### config.mk
export PLATFORM = sky130hd
export DESIGN_NAME = dmr_retry_compare
export DESIGN_NICKNAME = d
export VERILOG_FILES = /design/src/rtl/dmr_retry_compare.sv
export SDC_FILE = /design/constraint.sdc
export NUM_CORES = 1
export LEC_CHECK = 0
export ABC_AREA = 1
export CAP_MARGIN = 10
export CELL_PAD_IN_SITES_DETAIL_PLACEMENT = 1
export CELL_PAD_IN_SITES_GLOBAL_PLACEMENT = 1
export CORE_MARGIN = 2
export CORE_UTILIZATION = 28
export DETAILED_ROUTE_END_ITERATION = 12
export PLACE_DENSITY = 0.82
export SLEW_MARGIN = 20
export SYNTH_ARGS = -nofsm -noshare
export SYNTH_HDL_FRONTEND = slang
export SYNTH_SLANG_ARGS = --single-unit
### constraint.sdc
create_clock -name clk_i -period 1.2 [get_ports clk_i]
set_input_delay 0.12 -clock clk_i [delete_from_list [all_inputs] [get_ports clk_i]]
set_output_delay 0.12 -clock clk_i [all_outputs]
set_load 0.005 [all_outputs]
### src/rtl/dmr_retry_compare.sv
// rtl/dmr_retry_compare.sv - DMR join-and-compare stage feeding the in-order retry end
//
// Ports:
//   clk_i, rst_ni            clock, synchronous active-low reset
//   a_data_i/a_id_i/a_valid_i/a_ready_o   lane A handshake (payload + retry ID)
//   b_data_i/b_id_i/b_valid_i/b_ready_o   lane B handshake (payload + retry ID)
//   data_o/id_o/needs_retry_o/valid_o/ready_i   registered output item
//   fault_o                  one-cycle pulse after a faulty item is loaded
module dmr_retry_compare #(
  parameter type         DataType      = logic,
  parameter int unsigned IDSize        = 4,
  parameter int unsigned TimeoutCycles = 8
) (
  input  logic              clk_i,
  input  logic              rst_ni,
  input  DataType           a_data_i,
  input  logic [IDSize-1:0] a_id_i,
  input  logic              a_valid_i,
  output logic              a_ready_o,
  input  DataType           b_data_i,
  input  logic [IDSize-1:0] b_id_i,
  input  logic              b_valid_i,
  output logic              b_ready_o,
  output DataType           data_o,
  output logic [IDSize-1:0] id_o,
  output logic              needs_retry_o,
  output logic              valid_o,
  input  logic              ready_i,
  output logic              fault_o
);

  // Keep the counter at least one bit wide so TimeoutCycles = 0 still elaborates.
  localparam int unsigned CntW = (TimeoutCycles > 0) ? $clog2(TimeoutCycles + 1) : 1;
  localparam logic [CntW-1:0] CntMax = (TimeoutCycles > 0) ? CntW'(TimeoutCycles - 1) : '0;
  localparam bit TimeoutEn = (TimeoutCycles > 0);

  DataType           data_q;
  logic [IDSize-1:0] id_q;
  logic              retry_q;
  logic              valid_q;
  logic              fault_q;
  logic [CntW-1:0]   cnt_q;

  logic              out_free;
  logic              both_valid;
  logic              lone_a;
  logic              lone_b;
  logic              timed_out;
  logic              join_pop;
  logic              to_pop_a;
  logic              to_pop_b;
  logic              load;
  DataType           data_d;
  logic [IDSize-1:0] id_d;
  logic              retry_d;

  assign out_free   = ~valid_q | ready_i;
  assign both_valid = a_valid_i & b_valid_i;
  assign lone_a     = a_valid_i & ~b_valid_i;
  assign lone_b     = b_valid_i & ~a_valid_i;
  assign timed_out  = TimeoutEn && (cnt_q == CntMax);

  // Join has priority: the timeout path only ever fires for a lone lane.
  assign join_pop = both_valid & out_free;
  assign to_pop_a = lone_a & timed_out & out_free;
  assign to_pop_b = lone_b & timed_out & out_free;
  assign load     = rst_ni & (join_pop | to_pop_a | to_pop_b);

  assign a_ready_o = rst_ni & (join_pop | to_pop_a);
  assign b_ready_o = rst_ni & (join_pop | to_pop_b);

  // A timed-out lone lane is always a fault; a join is a fault on any disagreement.
  always_comb begin
    data_d  = a_data_i;
    id_d    = a_id_i;
    retry_d = 1'b1;
    if (join_pop) begin
      retry_d = (a_data_i != b_data_i) | (a_id_i != b_id_i);
    end else if (to_pop_b) begin
      data_d = b_data_i;
      id_d   = b_id_i;
    end
  end

  always_ff @(posedge clk_i) begin
    if (!rst_ni) begin
      data_q  <= '0;
      id_q    <= '0;
      retry_q <= 1'b0;
      valid_q <= 1'b0;
      fault_q <= 1'b0;
    end else begin
      fault_q <= load & retry_d;
      if (load) begin
        data_q  <= data_d;
        id_q    <= id_d;
        retry_q <= retry_d;
        valid_q <= 1'b1;
      end else if (ready_i) begin
        valid_q <= 1'b0;
      end
    end
  end

  // Wait counter only ages while a single lane is stuck without a pop.
  always_ff @(posedge clk_i) begin
    if (!rst_ni) begin
      cnt_q <= '0;
    end else if (!TimeoutEn || load || !(lone_a | lone_b)) begin
      cnt_q <= '0;
    end else if (cnt_q != CntMax) begin
      cnt_q <= cnt_q + 1'b1;
    end
  end

  assign data_o        = data_q;
  assign id_o          = id_q;
  assign needs_retry_o = retry_q;
  assign valid_o       = valid_q;
  assign fault_o       = fault_q;

endmodule

==> results.toml, run 1 <==
[grt]
use_met1_pct = 18.5
grt_usage_pct = 18.3
met3_usage_pct = 3.13
grt_pass1_vias = 1060
gr-total-overflow = 0
antenna_found_initial = 0
groute.layer.met2.usage_pct = 36.9
grt_max_degree = 9
grt_pass1_wl_um = 4550
busiest_layer = "met2"

[sta]
worstMarginPinSlew_ns = 0.223
setup_ws_ns = -0.259
fin_setup_tns_ns = -3.13
fin_skew_ns = 0.00828
fin_crit_sh_pct = 122
whs_ns = 0.475
rsz0062_at_grt = "yes"
final_max_slew_viol_count = 0
setup_viol = 14
period_needed_ns = 1.46
clock.fmax_mhz = 685
max_slew_margin_pct = 85.1
hold_viol_final = 0

[die]
die_h_um = 58.0
pin_count = 25
start_util_pct = 29.6
rows = 19
coreArea_um2 = 2760
die-area_um2 = 3360
die_w_um = 58.0

[clock_network]
cts_inserted_buffers = 3
clock_sinks = 12
insertion_delay_ns = 0.28
clockBufferDepth = 2
cts-htree-levels = 1
cts-root-buf = "clkbuf_4"
cts_tree = "yes"
clkTransAtPathRegs_ns = 0.09
cts_hold_buf = 0

[power_and_ir_drop]
pwr-share-clk_pct = 32.4
power_density_nw_per_um2 = 719
sequentialPowerShare_pct = 41.9
leakage_nw = 0.735
switching_power_mw = 0.291
peakVddDrop_mv = 0.497
switching_share_pct = 28.3
power_frac_comb_pct = 25.6
power.internal_mw = 0.737

[synthesis]
syn-cell-area_um2 = 816
ys_types = 21
synth_top_area_share_pct = 29.4
syn_nets = 144
synth_seq_cells = 12
yosys_most_used_dff = "dfxtp_1"
synth_top_cells_by_area = "dfxtp_1 (29%), nand2_1 (15%), inv_1 (9.7%)"
avgSynthCellArea_um2 = 6.53
yosysSeqAreaShare_pct = 29.4
synthArstFlopShare_pct = 0
yosysWarnings = 0
synth_edf_count = 0
synthCells = 125
synth_top_area_cell = "dfxtp_1"

[routing]
final_antenna_net_count = 0
post_drt_wl_per_cell_um = 13.7
vias = 977
vias_per_cell = 4.74
first_iter_violations = 23
drcViolationCount = 0
routed_wl_um = 2830
dr.pass1.iters = 3

[critical_path]
cp-start-kind = "flop"
cp.required_ns = 1.42
critPathKind = "reg -> reg"
path_max_fanout = 5
cp.arrival_ns = 1.68
worstSetupEndpointType = "flop"

[final_layout]
layout-drive-gt1-share_pct = 37.7
n_fill_cell = 355
antenna_cells = 0
syn_to_final_growth_pct = 75.2
finalNonFillerCells = 206
final_nets = 195

[placement]
dp.cells = 196
routabilityCongestion = 0.838
port_buffers = 24
pre_cts_slack_ns = -0.595
hpwl_um = 2060

[outcome]
violations = "negative setup slack"
status = "finished, violations left"

[worst_hold_path]
hold_class = "in -> reg"

[flow_run]
drv_cap = 0
## worst max-delay path, cell delays in order, from the launching register on
cell and delay [ns]:
dfxtp_2 0.35, ha_4 0.17, nand2_4 0.06, nor2_4 0.04, buf_6 0.13, nand3_4 0.08
nand2_4 0.06, buf_6 0.13, nor2_8 0.16, nand3_4 0.11, nor2_1 0.11
## timing repair
item	CTS	global route
resized for setup	31	17
buffers inserted	3	2
pin swaps	6	15
endpoints found under the setup margin	22	14
hold endpoints to repair	0	0
gates cloned	1	0
## power by group through the flow
stage | logic, mW | registers, mW | clock network, mW
final | 0.264 | 0.431 | 0.334
after global routing | 0.291 | 0.434 | 0.366
after CTS | 0.251 | 0.431 | 0.342
after detailed placement | 0.249 | 0.440 | 0
after global placement | 0.237 | 0.439 | 0
after floorplan | 0.105 | 0.442 | 0
## synthesized netlist by cell type, types with 2 or more instances
cell type	instances
nand2_1	33
inv_1	21
nor2_1	18
dfxtp_1	12
nand3_1	11
nand4_1	6
ha_1	4
a21oi_1	3
xor2_1	3
inv_2	2
nand3_2	2
## routing by layer
metal / vias up / share of wire [%]
met5: - / 0
met4: 0 / 0.67
met3: 2 / 2.5
met2: 15 / 60
met1: 469 / 37
li1: 491 / -
## cells in the final DEF (no fill, tap or decap), drive strengths merged, types with 4 or more instances in the layout
cell type and count:
a21oi 4, buf 24, clkbuf 4, clkdlybuf4s50 12, dfxtp 12, dlygate4sd2 10
ha 4, inv 23, nand2 34, nand3 13, nand4 6, nor2 22
## path summary, 6_finish.rpt
kind	end	slack, ns	cells past startpoint	from
worst min register to register	needs_retry_o	0.48	2	needs_retry_o
worst max register to register	cnt_q[1]	-0.26	10	cnt_q[1]
worst min-delay path	cnt_q[3]	0.47	5	b_valid_i
worst max-delay path	cnt_q[1]	-0.26	10	cnt_q[1]
## state kept, by name (all words and copies together), names as in the netlist
register	count
cnt_q	4
fault_o	1
data_o	1
needs_retry_o	1
id_o	4
valid_o	1
## cell type report
type / count / area [um^2] / share of cell area [%]
Tap cell: 31 / 38.8 / 2.71
Timing Repair Buffer: 46 / 417 / 29.2
Inverter: 23 / 86.3 / 6.04
Multi-Input combinational cell: 90 / 606 / 42.4
Sequential cell: 12 / 245 / 17.2
Clock buffer: 4 / 36.3 / 2.54
## metrics by stage
stage	total power [mW]	area, um^2	utilization [%]
floorplan	0.546	851	-
global placement	0.676	1250	45.4
detailed placement	0.689	1250	45.4
CTS	1.02	1370	49.7
global route	1.09	1430	51.8
finish	1.03	1430	51.8
## cell families (layout without fill, tap and decap cells)
group | count (synthesis) | count (layout) | synth area share (%)
buf+inv | 24 | 73 | 11.2
simple gates | 75 | 76 | 44.6
flops | 12 | 12 | 29.4
xor+xnor | 4 | 4 | 4.30
compound gates | 6 | 6 | 4.29
fa+ha+maj | 4 | 4 | 6.14
(Power assumes the default switching activity.)
==> run 2: changes to the inputs <==
==> constraint.sdc (replaced) <==
create_clock -name clk_i -period 1.2 [get_ports clk_i]
set_input_delay 0.18 -clock clk_i [delete_from_list [all_inputs] [get_ports clk_i]]
set_output_delay 0.18 -clock clk_i [all_outputs]
set_load 0.005 [all_outputs]
==> results.toml, run 2 (synthesized netlist as in run 1, its figures left out) <==
[clock_network]
clkTransAtPathRegs_ns = 0.08
insertion_delay_ns = 0.28
clock_sinks = 12
cts_tree = "yes"
cts_inserted_buffers = 3
cts-htree-levels = 1
cts-root-buf = "clkbuf_4"
clockBufferDepth = 2

[die]
start_util_pct = 29.6
die-area_um2 = 3360
coreArea_um2 = 2760
die_w_um = 58.0
pin_count = 25
rows = 19
die_h_um = 58.0

[final_layout]
multi_input_area_um2 = 596
n_fill_cell = 349
final_nets = 198
layout-drive-gt1-share_pct = 38.8
finalNonFillerCells = 209
syn_to_final_growth_pct = 74.4
seq_area_um2 = 250
layout_commonest_cell = "nand2_1"
final_cell_mix = "nand2_1 (27), buf_4 (23), inv_1 (21), nor2_1 (13), clkdlybuf4s50_1 (12)"
antenna_cells = 0

[grt]
grt_pass1_wl_um = 4660
antenna_found_initial = 0
gr-total-overflow = 0
grt_pass1_vias = 1094
grt_max_degree = 9
grt_usage_pct = 17.9

[placement]
hpwl_um = 2060
routabilityCongestion = 0.824
dp.cells = 199
port_buffers = 24

[sta]
worstMarginPinSlew_ns = 0.235
max_slew_margin_pct = 84.3
fin_crit_sh_pct = 124
period_needed_ns = 1.49
clock.fmax_mhz = 672
rsz0062_at_grt = "yes"
final_max_slew_viol_count = 0
fin_skew_ns = 0.00250
setup_ws_ns = -0.287
hold_viol_final = 0
setup_viol = 14
fin_setup_tns_ns = -3.40

[routing]
post_drt_wl_per_cell_um = 12.8
final_antenna_net_count = 0
vias = 986
maxUsedRoutingLayer = "met3"
vias_per_cell = 4.72
drt-met1-wl_um = 1020
first_iter_violations = 23
wl_met2_um = 1580
routed_wl_um = 2680
drcViolationCount = 0
dr.pass1.iters = 4
wl_met3_um = 67

[power_and_ir_drop]
leakage_nw = 0.749
peakVddDrop_mv = 0.517
power_density_nw_per_um2 = 727
p_total_mw = 1.03

[critical_path]
worstSetupEndpointType = "flop"
critPathKind = "reg -> reg"
cp-start-kind = "flop"
path_max_fanout = 5
cp.required_ns = 1.41
cp.arrival_ns = 1.70

[worst_hold_path]
hold_class = "reg -> reg"

[outcome]
violations = "negative setup slack"
status = "finished, violations left"

[flow_run]
drv_cap = 0
[run 2: critical path, cell delays in order (launching register included)]
cell and delay [ns]:
dfxtp_2 0.34, ha_4 0.17, nand2_4 0.06, nor2_4 0.04, buf_6 0.12, nand3_4 0.08
nand2_4 0.06, buf_4 0.16, nor2_8 0.17, nand3_4 0.13, nor2_2 0.10
[run 2: power breakdown]
group / leakage [nW] / internal [mW] / switching, mW / total (mW)
combinational: 0.627 / 0.136 / 0.128 / 0.264
clock: 0.0210 / 0.184 / 0.155 / 0.339
sequential: 0.101 / 0.420 / 0.0117 / 0.432
[run 2: worst paths after layout]
check	startpoint	slack, ns	cells after the start	end
worst min-delay path	needs_retry_o	0.47	2	needs_retry_o
worst max register to register	cnt_q[0]	-0.29	10	cnt_q[0]
worst min register to register	needs_retry_o	0.47	2	needs_retry_o
worst max-delay path	cnt_q[0]	-0.29	10	cnt_q[0]
[run 2: area by class of cell]
cell class	instances	share of cell area (%)
well taps	31	2.73
clock buffers	4	2.55
repair buffers	49	29.2
flip-flops and latches	12	17.6
inverters	23	6.07
multi-input cells	90	41.9
[run 2: what timing repair did]
| action | in CTS | in global routing |
|---|---|---|
| buffers inserted | 5 | 1 |
| endpoints found under the setup margin | 22 | 15 |
| gates resized for setup | 37 | 9 |
| pin swaps | 9 | 3 |
| hold buffers | 0 | 0 |
| gates cloned | 1 | 0 |
[run 2: per-stage QoR]
stage	cell area, um^2	worst slack (ns)	util, %	hold WS (ns)
final	1420	-0.287	51.6	0.472
after global routing	1420	-0.343	51.6	0.514
after detailed placement	1270	-0.748	46.2	0.465
after global placement	1270	-0.666	46.2	0.461
after floorplan	851	-0.0923	-	0.388
after CTS	1400	-0.293	50.7	0.474
[run 2: metal layers]
metal,vias up,track usage (%)
li1,497,-
met1,470,19.3
met2,19,36.4
met3,0,1.34
met4,0,4.98
met5,-,0
==> run 3: changes to the inputs <==
--- a/config.mk
+++ b/config.mk
@@ -13,6 +13,7 @@
 export CORE_UTILIZATION = 28
 export DETAILED_ROUTE_END_ITERATION = 12
 export PLACE_DENSITY = 0.82
+export SKIP_CTS_REPAIR_TIMING = 1
 export SLEW_MARGIN = 20
 export SYNTH_ARGS = -nofsm -noshare
 export SYNTH_HDL_FRONTEND = slang
==> results.toml, run 3 (synthesized netlist as in run 1, its figures left out) <==
[critical_path]
cp.required_ns = 1.37
path_max_fanout = 5
cp-start-kind = "flop"
worstSetupEndpointType = "flop"
critPathMostFrequentCell = "nor2_1"
cp.arrival_ns = 1.63
critPathKind = "reg -> reg"
slowest_delay_ns = 0.36
cp_cell_sequence = "ha_4 -> buf_4 -> nand3_4 -> nor3_4 -> buf_6 -> nor2_8 -> nor2_1 -> nor2_1"
crit_path_top_delay_cell = "dfxtp_2"

[routing]
vias = 979
first_iter_violations = 25
drcViolationCount = 0
routed_wl_um = 2970
vias_per_cell = 4.73
final_antenna_net_count = 0
dr.pass1.iters = 4
post_drt_wl_per_cell_um = 14.3

[placement]
pre_cts_slack_ns = -0.748
place_area_um2 = 1270
routabilityCongestion = 0.824
port_buffers = 24
dp.cells = 199
hpwl_um = 2060

[clock_network]
clockBufferDepth = 2
insertion_delay_ns = 0.28
cts_inserted_buffers = 3
cts-root-buf = "clkbuf_4"
clock_sinks = 12
cts-htree-levels = 1
clkTransAtPathRegs_ns = 0.09
cts_tree = "yes"

[grt]
grt_pass1_vias = 1014
grt_max_degree = 10
grt_usage_pct = 16.4
antenna_found_initial = 0
gr-total-overflow = 0
grt_pass1_wl_um = 4290

[flow_run]
drv_cap = 0

[power_and_ir_drop]
leakage_nw = 0.855
p_total_mw = 1.04
power_density_nw_per_um2 = 719
peakVddDrop_mv = 0.441

[final_layout]
layout_commonest_cell = "nand2_1"
final_cell_mix = "nand2_1 (28), inv_1 (21), buf_4 (21), nor2_1 (13), clkdlybuf4s50_1 (12)"
final_core_util_pct = 52.6
finalNonFillerCells = 207
finalInstanceArea_um2 = 1450
antenna_cells = 0
layout-drive-gt1-share_pct = 35.2
final_nets = 196
syn_to_final_growth_pct = 77.9

[worst_hold_path]
hold_class = "in -> reg"

[outcome]
violations = "negative setup slack"
status = "finished, violations left"

[sta]
clock.fmax_mhz = 687
final_max_slew_viol_count = 0
fin_skew_ns = 0.00166
period_needed_ns = 1.46
worstMarginPinSlew_ns = 0.198
whs_ns = 0.472
rsz0062_at_grt = "yes"
hold_viol_final = 0
fin_crit_sh_pct = 121
setup_ws_ns = -0.256
setup_viol = 14
fin_setup_tns_ns = -2.89
max_slew_margin_pct = 86.8

[die]
pin_count = 25
rows = 19
start_util_pct = 29.6
die-area_um2 = 3360
coreArea_um2 = 2760
die_w_um = 58.0
die_h_um = 58.0
[run 3: critical path: cells and delay by family (launching register included)]
kind | cells | cell delay, ns
adders and majority gates | 1 | 0.15
buffers and inverters | 2 | 0.28
DFF | 1 | 0.36
and+or+nand+nor | 5 | 0.55
[run 3: per-layer routing]
metal	vias up	GRT usage, %	wire (um)
met5	-	0	0
met4	0	5.65	30
met3	6	2.23	83
met2	27	31.0	1760
met1	454	18.5	1100
li1	492	-	-
[run 3: final cells by class]
class | count | area (um^2)
inverter | 23 | 86.3
tap | 31 | 38.8
fill | 346 | 1310
clock buffer | 4 | 36.3
timing repair buffer | 47 | 442
sequential | 12 | 250
multi-input combinational | 90 | 598
[run 3: path summary, 6_finish.rpt]
check	from	end	slack (ns)	depth (start not counted)
worst min-delay path	b_valid_i	cnt_q[1]	0.47	5
worst max-delay path	cnt_q[0]	id_o[3]	-0.26	8
worst min register to register	needs_retry_o	needs_retry_o	0.47	2
worst max register to register	cnt_q[0]	id_o[3]	-0.26	8
[run 3: power breakdown]
| group | internal, mW | switching (mW) |
|---|---|---|
| logic | 0.139 | 0.132 |
| clock network | 0.185 | 0.157 |
| registers | 0.418 | 0.0129 |
